==> src/rtl/alu_arbiter.sv <==
// rtl/alu_arbiter.sv - two-requester sequencer/arbiter sharing one combinational ALU
// Optional feature macro: ALU_ARB_FIXED_PRIO_EN (requester 0 always wins ties).
module alu_arbiter #(
  parameter int WIDTH         = 32,
  parameter int SETTLE_CYCLES = 1
) (
  input  logic             clk,
  input  logic             reset_n,
  input  logic             req0,
  input  logic [2:0]       op0,
  input  logic [WIDTH-1:0] a0,
  input  logic [WIDTH-1:0] b0,
  output logic             gnt0,
  input  logic             req1,
  input  logic [2:0]       op1,
  input  logic [WIDTH-1:0] a1,
  input  logic [WIDTH-1:0] b1,
  output logic             gnt1,
  output logic [2:0]       alu_opcode,
  output logic [WIDTH-1:0] alu_a,
  output logic [WIDTH-1:0] alu_b,
  input  logic [WIDTH-1:0] alu_out,
  input  logic [3:0]       alu_flags,
  output logic             rsp_valid,
  output logic             rsp_id,
  output logic [WIDTH-1:0] rsp_result,
  output logic [3:0]       rsp_flags,
  input  logic             rsp_ready
);

  typedef enum logic [1:0] {
    IDLE = 2'd0,
    EXEC = 2'd1,
    RESP = 2'd2
  } state_t;

  // Settle counter counts down to zero; one cycle of EXEC is always spent.
  localparam logic [3:0] CNT_LOAD = 4'(SETTLE_CYCLES - 1);

  state_t     state;
  logic [3:0] cnt;
  logic       id_r;
  logic       any_req;
  logic       pick1;

`ifndef ALU_ARB_FIXED_PRIO_EN
  logic       last_id;
`endif

  // Winner selection and grant pulses; grants exist only while idle.
  always_comb begin
    any_req = req0 | req1;
`ifdef ALU_ARB_FIXED_PRIO_EN
    pick1   = req1 & ~req0;
`else
    pick1   = req1 & (~req0 | ~last_id);
`endif
    gnt0    = (state == IDLE) & any_req & ~pick1;
    gnt1    = (state == IDLE) & pick1;
  end

  // Sequencer: issue to ALU, wait settle interval, capture, hand off response.
  always_ff @(posedge clk) begin
    if (!reset_n) begin
      state      <= IDLE;
      cnt        <= '0;
      id_r       <= 1'b0;
`ifndef ALU_ARB_FIXED_PRIO_EN
      last_id    <= 1'b1;
`endif
      alu_opcode <= '0;
      alu_a      <= '0;
      alu_b      <= '0;
      rsp_valid  <= 1'b0;
      rsp_id     <= 1'b0;
      rsp_result <= '0;
      rsp_flags  <= '0;
    end else begin
      case (state)
        IDLE: begin
          if (any_req) begin
            alu_opcode <= pick1 ? op1 : op0;
            alu_a      <= pick1 ? a1 : a0;
            alu_b      <= pick1 ? b1 : b0;
            id_r       <= pick1;
`ifndef ALU_ARB_FIXED_PRIO_EN
            last_id    <= pick1;
`endif
            cnt        <= CNT_LOAD;
            state      <= EXEC;
          end
        end
        EXEC: begin
          if (cnt == 4'd0) begin
            rsp_result <= alu_out;
            rsp_flags  <= alu_flags;
            rsp_id     <= id_r;
            rsp_valid  <= 1'b1;
            state      <= RESP;
          end else begin
            cnt <= cnt - 4'd1;
          end
        end
        RESP: begin
          if (rsp_valid && rsp_ready) begin
            rsp_valid <= 1'b0;
            state     <= IDLE;
          end
        end
        default: state <= IDLE;
      endcase
    end
  end

endmodule
==> config.mk <==
export PLATFORM = sky130hd
export DESIGN_NAME = alu_arbiter
export DESIGN_NICKNAME = d
export VERILOG_FILES = /design/src/rtl/alu_arbiter.sv
export SDC_FILE = /design/constraint.sdc
export NUM_CORES = 1
export LEC_CHECK = 0
export ABC_AREA = 1
export BUFFER_PORTS_ARGS = -buffer_cell sky130_fd_sc_hd__buf_2
export CAP_MARGIN = 25
export CORE_AREA = 2 2 110 112
export DETAILED_ROUTE_END_ITERATION = 7
export DIE_AREA = 0 0 112 114
export PLACE_DENSITY = 0.75
export SETUP_SLACK_MARGIN = 0.05
export SYNTH_ARGS = -nofsm -noshare
export SYNTH_HDL_FRONTEND = slang
export SYNTH_SLANG_ARGS = --single-unit
==> constraint.sdc <==
create_clock -name clk -period 1.93 [get_ports clk]
set_input_delay 0.2895 -clock clk [delete_from_list [all_inputs] [get_ports clk]]
set_output_delay 0.2895 -clock clk [all_outputs]
set_load 0.1 [all_outputs]
==> results of run 1 <==
==> cell usage in the layout, fill, tap and decap left out <==
| master | n |
|---|---|
| clkbuf_8 | 6 |
| ha_1 | 2 |
| bufinv_16 | 3 |
| o21ai_0 | 58 |
| nor2_2 | 1 |
| nand3_1 | 35 |
| nand2_2 | 2 |
| clkinv_2 | 2 |
| nand2_1 | 224 |
| nor2_4 | 3 |
| buf_4 | 10 |
| inv_1 | 9 |
| buf_12 | 3 |
| o22ai_1 | 1 |
| clkbuf_1 | 4 |
| nor2_1 | 99 |
| clkbuf_16 | 17 |
| dfxtp_1 | 113 |
| a21oi_1 | 37 |
| inv_2 | 4 |
| nor3_1 | 1 |
| buf_2 | 279 |
| o21ai_1 | 28 |
| o21ai_4 | 1 |
==> what timing repair did <==
item | in CTS | in global routing
setup endpoints to repair | 2 | 1
gates resized for setup | 1 | 1
pin swaps | 1 | 0
buffers inserted | 1 | 0
hold endpoints to repair | 0 | 0
hold buffers | 0 | 0
==> state kept, by name, indices dropped and copies added (netlist names), 2 cells and up <==
| signal | count |
|---|---|
| cnt | 4 |
| rsp_result | 32 |
| state | 2 |
| alu_opcode | 3 |
| alu_b | 32 |
| rsp_flags | 4 |
| alu_a | 32 |
==> cell families after synthesis <==
logic type | share of synthesized area, %
adder cells (fa/ha/maj) | 0.541
AO/OA/AOI/OAI | 13.8
AND/OR/NAND/NOR | 31.1
flip-flops | 48.9
buffers and inverters | 5.65
==> per-stage QoR <==
step / util, % / instances
3_3_place_gp: 52.3 / 1057
5_1_grt: 57.7 / 1089
2_1_floorplan: - / 661
6_report: 57.7 / 1089
3_5_place_dp: 52.3 / 1057
4_1_cts: 57.7 / 1089
==> tightest hold or removal path, stage by stage <==
cell	delay, ns
buf_2	0.07
nor2_1	0.03
nor2_1	0.08
==> report_power, final <==
| part | leakage [nW] | total, W | internal, W | switching [W] |
|---|---|---|---|---|
| logic | 2.34 | 0.00587 | 0.000959 | 0.00491 |
| registers | 0.930 | 0.00314 | 0.00288 | 0.000267 |
| clock network | 0.304 | 0.00323 | 0.00223 | 0.00101 |
==> metal layers <==
| layer | vias up | GRT usage (%) | share of wire [%] |
|---|---|---|---|
| met5 | - | 0 | 0 |
| li1 | 2648 | - | - |
| met1 | 2301 | 24.6 | 43 |
| met3 | 20 | 6.70 | 8.0 |
| met2 | 194 | 36.0 | 48 |
| met4 | 0 | 7.97 | 1.4 |
==> worst min-delay path by stage <==
stage                                     from                          end  cells after the start
floorplan                          alu_out[10]  rsp_result[10]$_SDFFE_PN0P_                      2
global placement        alu_b[14]$_SDFFE_PN0P_       alu_b[14]$_SDFFE_PN0P_                      2
detailed placement  alu_opcode[1]$_SDFFE_PN0P_   alu_opcode[1]$_SDFFE_PN0P_                      2
CTS                                 alu_out[1]   rsp_result[1]$_SDFFE_PN0P_                      3
global route                       alu_out[26]  rsp_result[26]$_SDFFE_PN0P_                      3
finish                             alu_out[19]  rsp_result[19]$_SDFFE_PN0P_                      3
==> final cells by class <==
class,count,area (µm²),area share [%]
clock buffer,27,523,7.74
clock inverter,4,95.1,1.41
inverter,14,53.8,0.796
timing repair buffer,292,1530,22.7
tap,147,184,2.72
sequential,113,2260,33.5
multi-input combinational,492,2110,31.2
==> flow_summary.json, run 1 <==
{
  "root_buffer": "clkbuf_16",
  "drtAntennaViolNets": 0,
  "finClkSkew_ns": 0.00567,
  "r2r_start": "last_id$_SDFFE_PN1P_",
  "outcome": "completed",
  "firstDrtPassIters": 4,
  "vias_per_cell": 4.74,
  "hp-class": "in2reg",
  "worstReg2RegEnd": "alu_b[11]$_SDFFE_PN0P_",
  "htreeDepth": 4,
  "syn-mean-instance-area_um2": 7.00,
  "synth_top_area_cell": "dfxtp_1",
  "timing.max_cap.violations": 0,
  "start_util_pct": 39.5,
  "endpoint": "gnt0",
  "design_area_um2": 6760,
  "path_clk_slew_ns": 0.05,
  "min_period_ns": 1.74,
  "synth_most_common_cell": "nand2_1",
  "numCtsBuffers": 17,
  "postSynthCellCount": 661,
  "irDropWorstVdd_mv": 1.24,
  "place_ws_ns": 0.303,
  "p_leak_nw": 3.57,
  "routedWlPerCell_um": 12.8,
  "synth.top_cell.area_share_pct": 48.9,
  "hpwl_um": 9790,
  "crit_path_max_incr_delay_ns": 0.35,
  "worst_pin_slew_ns": 0.612,
  "cp_slowest_cell": "dfxtp_1",
  "power_w": 0.0122,
  "timing.critical_path.cells": "nor2_4 > o21ai_4 > nor2_4 > buf_12",
  "cp-end-kind": "primary output",
  "cp-start-kind": "flip-flop",
  "die_w_um": 112,
  "ys_warn_count": 0,
  "startpoint": "state[1]$_SDFFE_PN0P_",
  "crit_family": "simple AND/OR/NAND/NOR gates",
  "die_area_um2": 12800,
  "synth-edff-count": 0,
  "crit_required_ns": 1.64,
  "slew_violations": 0,
  "track_usage_pct": 21.0,
  "synthTopCellsByArea": "dfxtp_1 (49%), nand2_1 (18%), nor2_1 (8.0%)",
  "path_class": "reg2out",
  "hold_viol_final": 0,
  "antennaDiodeCount": 0,
  "setup_viol": 0,
  "path_depth": 4,
  "std_cell_rows": 40,
  "gp_congestion": 0.825,
  "drive_gt1_share_pct": 35.1,
  "crit_top_cell": "nor2_4",
  "setup_slack_ns": 0.188,
  "drt_iter0_markers": 277,
  "synth.cell_area_um2": 4630,
  "synth_cell_type_count": 20,
  "slew_headroom_pct": 59.2,
  "ys.flop_type": "dfxtp_1",
  "vias": 5163,
  "ys_seq_area_share_pct": 48.9,
  "ff2ff_setup_slack_ns": 0.44,
  "worstPathArrival_ns": 1.45,
  "portBuffers": 281,
  "ff2ff_path_depth": 8,
  "critPathBufInv": 1,
  "fillCellCount": 1122,
  "clockBufferDepth": 2,
  "tns_ns": 0,
  "post_dp_cell_area_um2": 6130,
  "clock.fmax_mhz": 574,
  "first_global_vias": 4685,
  "ys_seq_elements": 113,
  "cts_tree": "built",
  "grt_max_degree": 62,
  "syn2layout_area_growth_pct": 46.1,
  "async_flop_share_pct": 0,
  "ios": 282,
  "syn-num-nets": 838,
  "coreArea_um2": 11700,
  "antenna_found_initial": 0,
  "clk_latency_ns": 0.40,
  "fp.dieH_um": 114,
  "synthTopCellsByCount": "nand2_1 (224), dfxtp_1 (113), nor2_1 (99), o21ai_0 (58), a21oi_1 (37)",
  "fin_nets": 1107,
  "clock_sinks": 113,
  "fin_crit_sh_pct": 90.3,
  "routed_wl_um": 14000,
  "grt_pass1_wl_um": 21700,
  "cp_max_fo": 9,
  "rsz0062_at_grt": "no",
  "drc": 0,
  "holdWs_ns": 0.106,
  "power_density_nw_per_um2": 1810,
  "overflow": 0
}
No activity file was read; power rests on OpenSTA's default activity.
==> run 2, diff against run 1 <==
==> constraint.sdc (replaced) <==
create_clock -name clk -period 1.93 [get_ports clk]
set_input_delay 0.193 -clock clk [delete_from_list [all_inputs] [get_ports clk]]
set_output_delay 0.193 -clock clk [all_outputs]
set_load 0.1 [all_outputs]
==> flow_summary.json, run 2 (synthesized netlist as in run 1, its figures left out) <==
{
  "fillCellCount": 1123,
  "ios": 282,
  "drive_gt1_share_pct": 34.9,
  "hpwl_um": 9790,
  "layout_common_cells": "buf_2 (279), nand2_1 (224), dfxtp_1 (113)",
  "power_density_nw_per_um2": 1750,
  "cts_tree": "built",
  "multi_input_area_um2": 2100,
  "hp-class": "in2reg",
  "crit_required_ns": 1.74,
  "routed_wl_um": 14000,
  "worst_pin_slew_ns": 0.627,
  "final_common_cell": "buf_2",
  "fin_crit_sh_pct": 91.7,
  "antennaDiodeCount": 0,
  "die_w_um": 112,
  "vias": 5170,
  "clockBufferDepth": 2,
  "place_ws_ns": 0.436,
  "finClkSkew_ns": 0.00632,
  "die_area_um2": 12800,
  "path_clk_slew_ns": 0.05,
  "cp-start-kind": "flip-flop",
  "grt_pass1_wl_um": 21900,
  "tns_ns": 0,
  "cp-end-kind": "primary output",
  "design_area_um2": 6780,
  "numCtsBuffers": 17,
  "cp_max_fo": 8,
  "track_usage_pct": 21.2,
  "drt_iter0_markers": 347,
  "clock_sinks": 113,
  "p_leak_nw": 3.57,
  "vias_per_cell": 4.70,
  "gp_congestion": 0.816,
  "slew_violations": 0,
  "clk_latency_ns": 0.41,
  "outcome": "completed",
  "fin_nets": 1116,
  "setup_slack_ns": 0.161,
  "syn2layout_area_growth_pct": 46.4,
  "coreArea_um2": 11700,
  "power_w": 0.0119,
  "rsz0062_at_grt": "no",
  "portBuffers": 281,
  "irDropWorstVdd_mv": 1.30,
  "timing.max_cap.violations": 0,
  "first_global_vias": 4640,
  "min_period_ns": 1.77,
  "worstPathArrival_ns": 1.58,
  "reg_top3": "alu_a x32, alu_b x32, rsp_result x32",
  "firstDrtPassIters": 4,
  "htreeDepth": 4,
  "drc": 0,
  "post_dp_cell_area_um2": 6130,
  "drtAntennaViolNets": 0,
  "grt_max_degree": 62,
  "hold_viol_final": 0,
  "antenna_found_initial": 0,
  "setup_viol": 0,
  "post_cts_buffers": 0,
  "slew_headroom_pct": 58.1,
  "seq_area_um2": 2260,
  "path_class": "reg2out",
  "clock.fmax_mhz": 565,
  "start_util_pct": 39.5,
  "overflow": 0,
  "routedWlPerCell_um": 12.8,
  "std_cell_rows": 40,
  "root_buffer": "clkbuf_16",
  "fp.dieH_um": 114
}
-- run 2: routing by layer --
| layer | part of all wire (%) | GRT usage, % |
|---|---|---|
| met2 | 49 | 35.9 |
| met5 | 0 | 0 |
| met3 | 7.5 | 6.64 |
| met4 | 1.7 | 7.80 |
| met1 | 42 | 25.5 |
-- run 2: worst paths after layout --
| kind | from | endpoint | slack [ns] | depth (start not counted) |
|---|---|---|---|---|
| setup / recovery | last_id$_SDFFE_PN1P_ | gnt1 | 0.16 | 6 |
| hold / removal | alu_out[2] | rsp_result[2]$_SDFFE_PN0P_ | 0.01 | 3 |
| setup reg to reg | state[1]$_SDFFE_PN0P_ | alu_a[26]$_SDFFE_PN0P_ | 0.41 | 5 |
| hold reg to reg | alu_a[7]$_SDFFE_PN0P_ | alu_a[7]$_SDFFE_PN0P_ | 0.45 | 2 |
-- run 2: layout make-up --
cell class                      instances  area share (%)
Tap cell                              147            2.71
Inverter                               14           0.831
Timing Repair Buffer                  301            23.9
Multi-Input combinational cell        492            31.0
Clock buffer                           27            7.72
Clock inverter                          5           0.369
Sequential cell                       113            33.4
-- run 2: what timing repair did --
action,in CTS,in global routing
hold buffers,9,0
setup endpoints to repair,0,1
gates resized for setup,0,1
hold endpoints to repair,9,0
-- run 2: where the power goes --
group | total (W) | internal, W | switching, W
registers | 0.00315 | 0.00288 | 0.000268
logic | 0.00586 | 0.000955 | 0.00491
clock network | 0.00285 | 0.00183 | 0.00102
total | 0.0119 | 0.00566 | 0.00619
-- run 2: stage by stage --
stage,std cells,hold slack (ns),utilization (%)
finish,1099,0.0129,57.9
global route,1099,0.00240,57.9
CTS,1099,0.000272,57.8
detailed placement,1058,0.421,52.4
global placement,1058,0.415,52.4
floorplan,661,0.328,-
-- run 2: critical path, stage by stage, from the launching register on --
cell	delay (ns)
dfxtp_1	0.32
nand2_1	0.06
nand2_2	0.07
inv_2	0.10
nand2_1	0.18
clkinvlp_4	0.22
buf_12	0.22
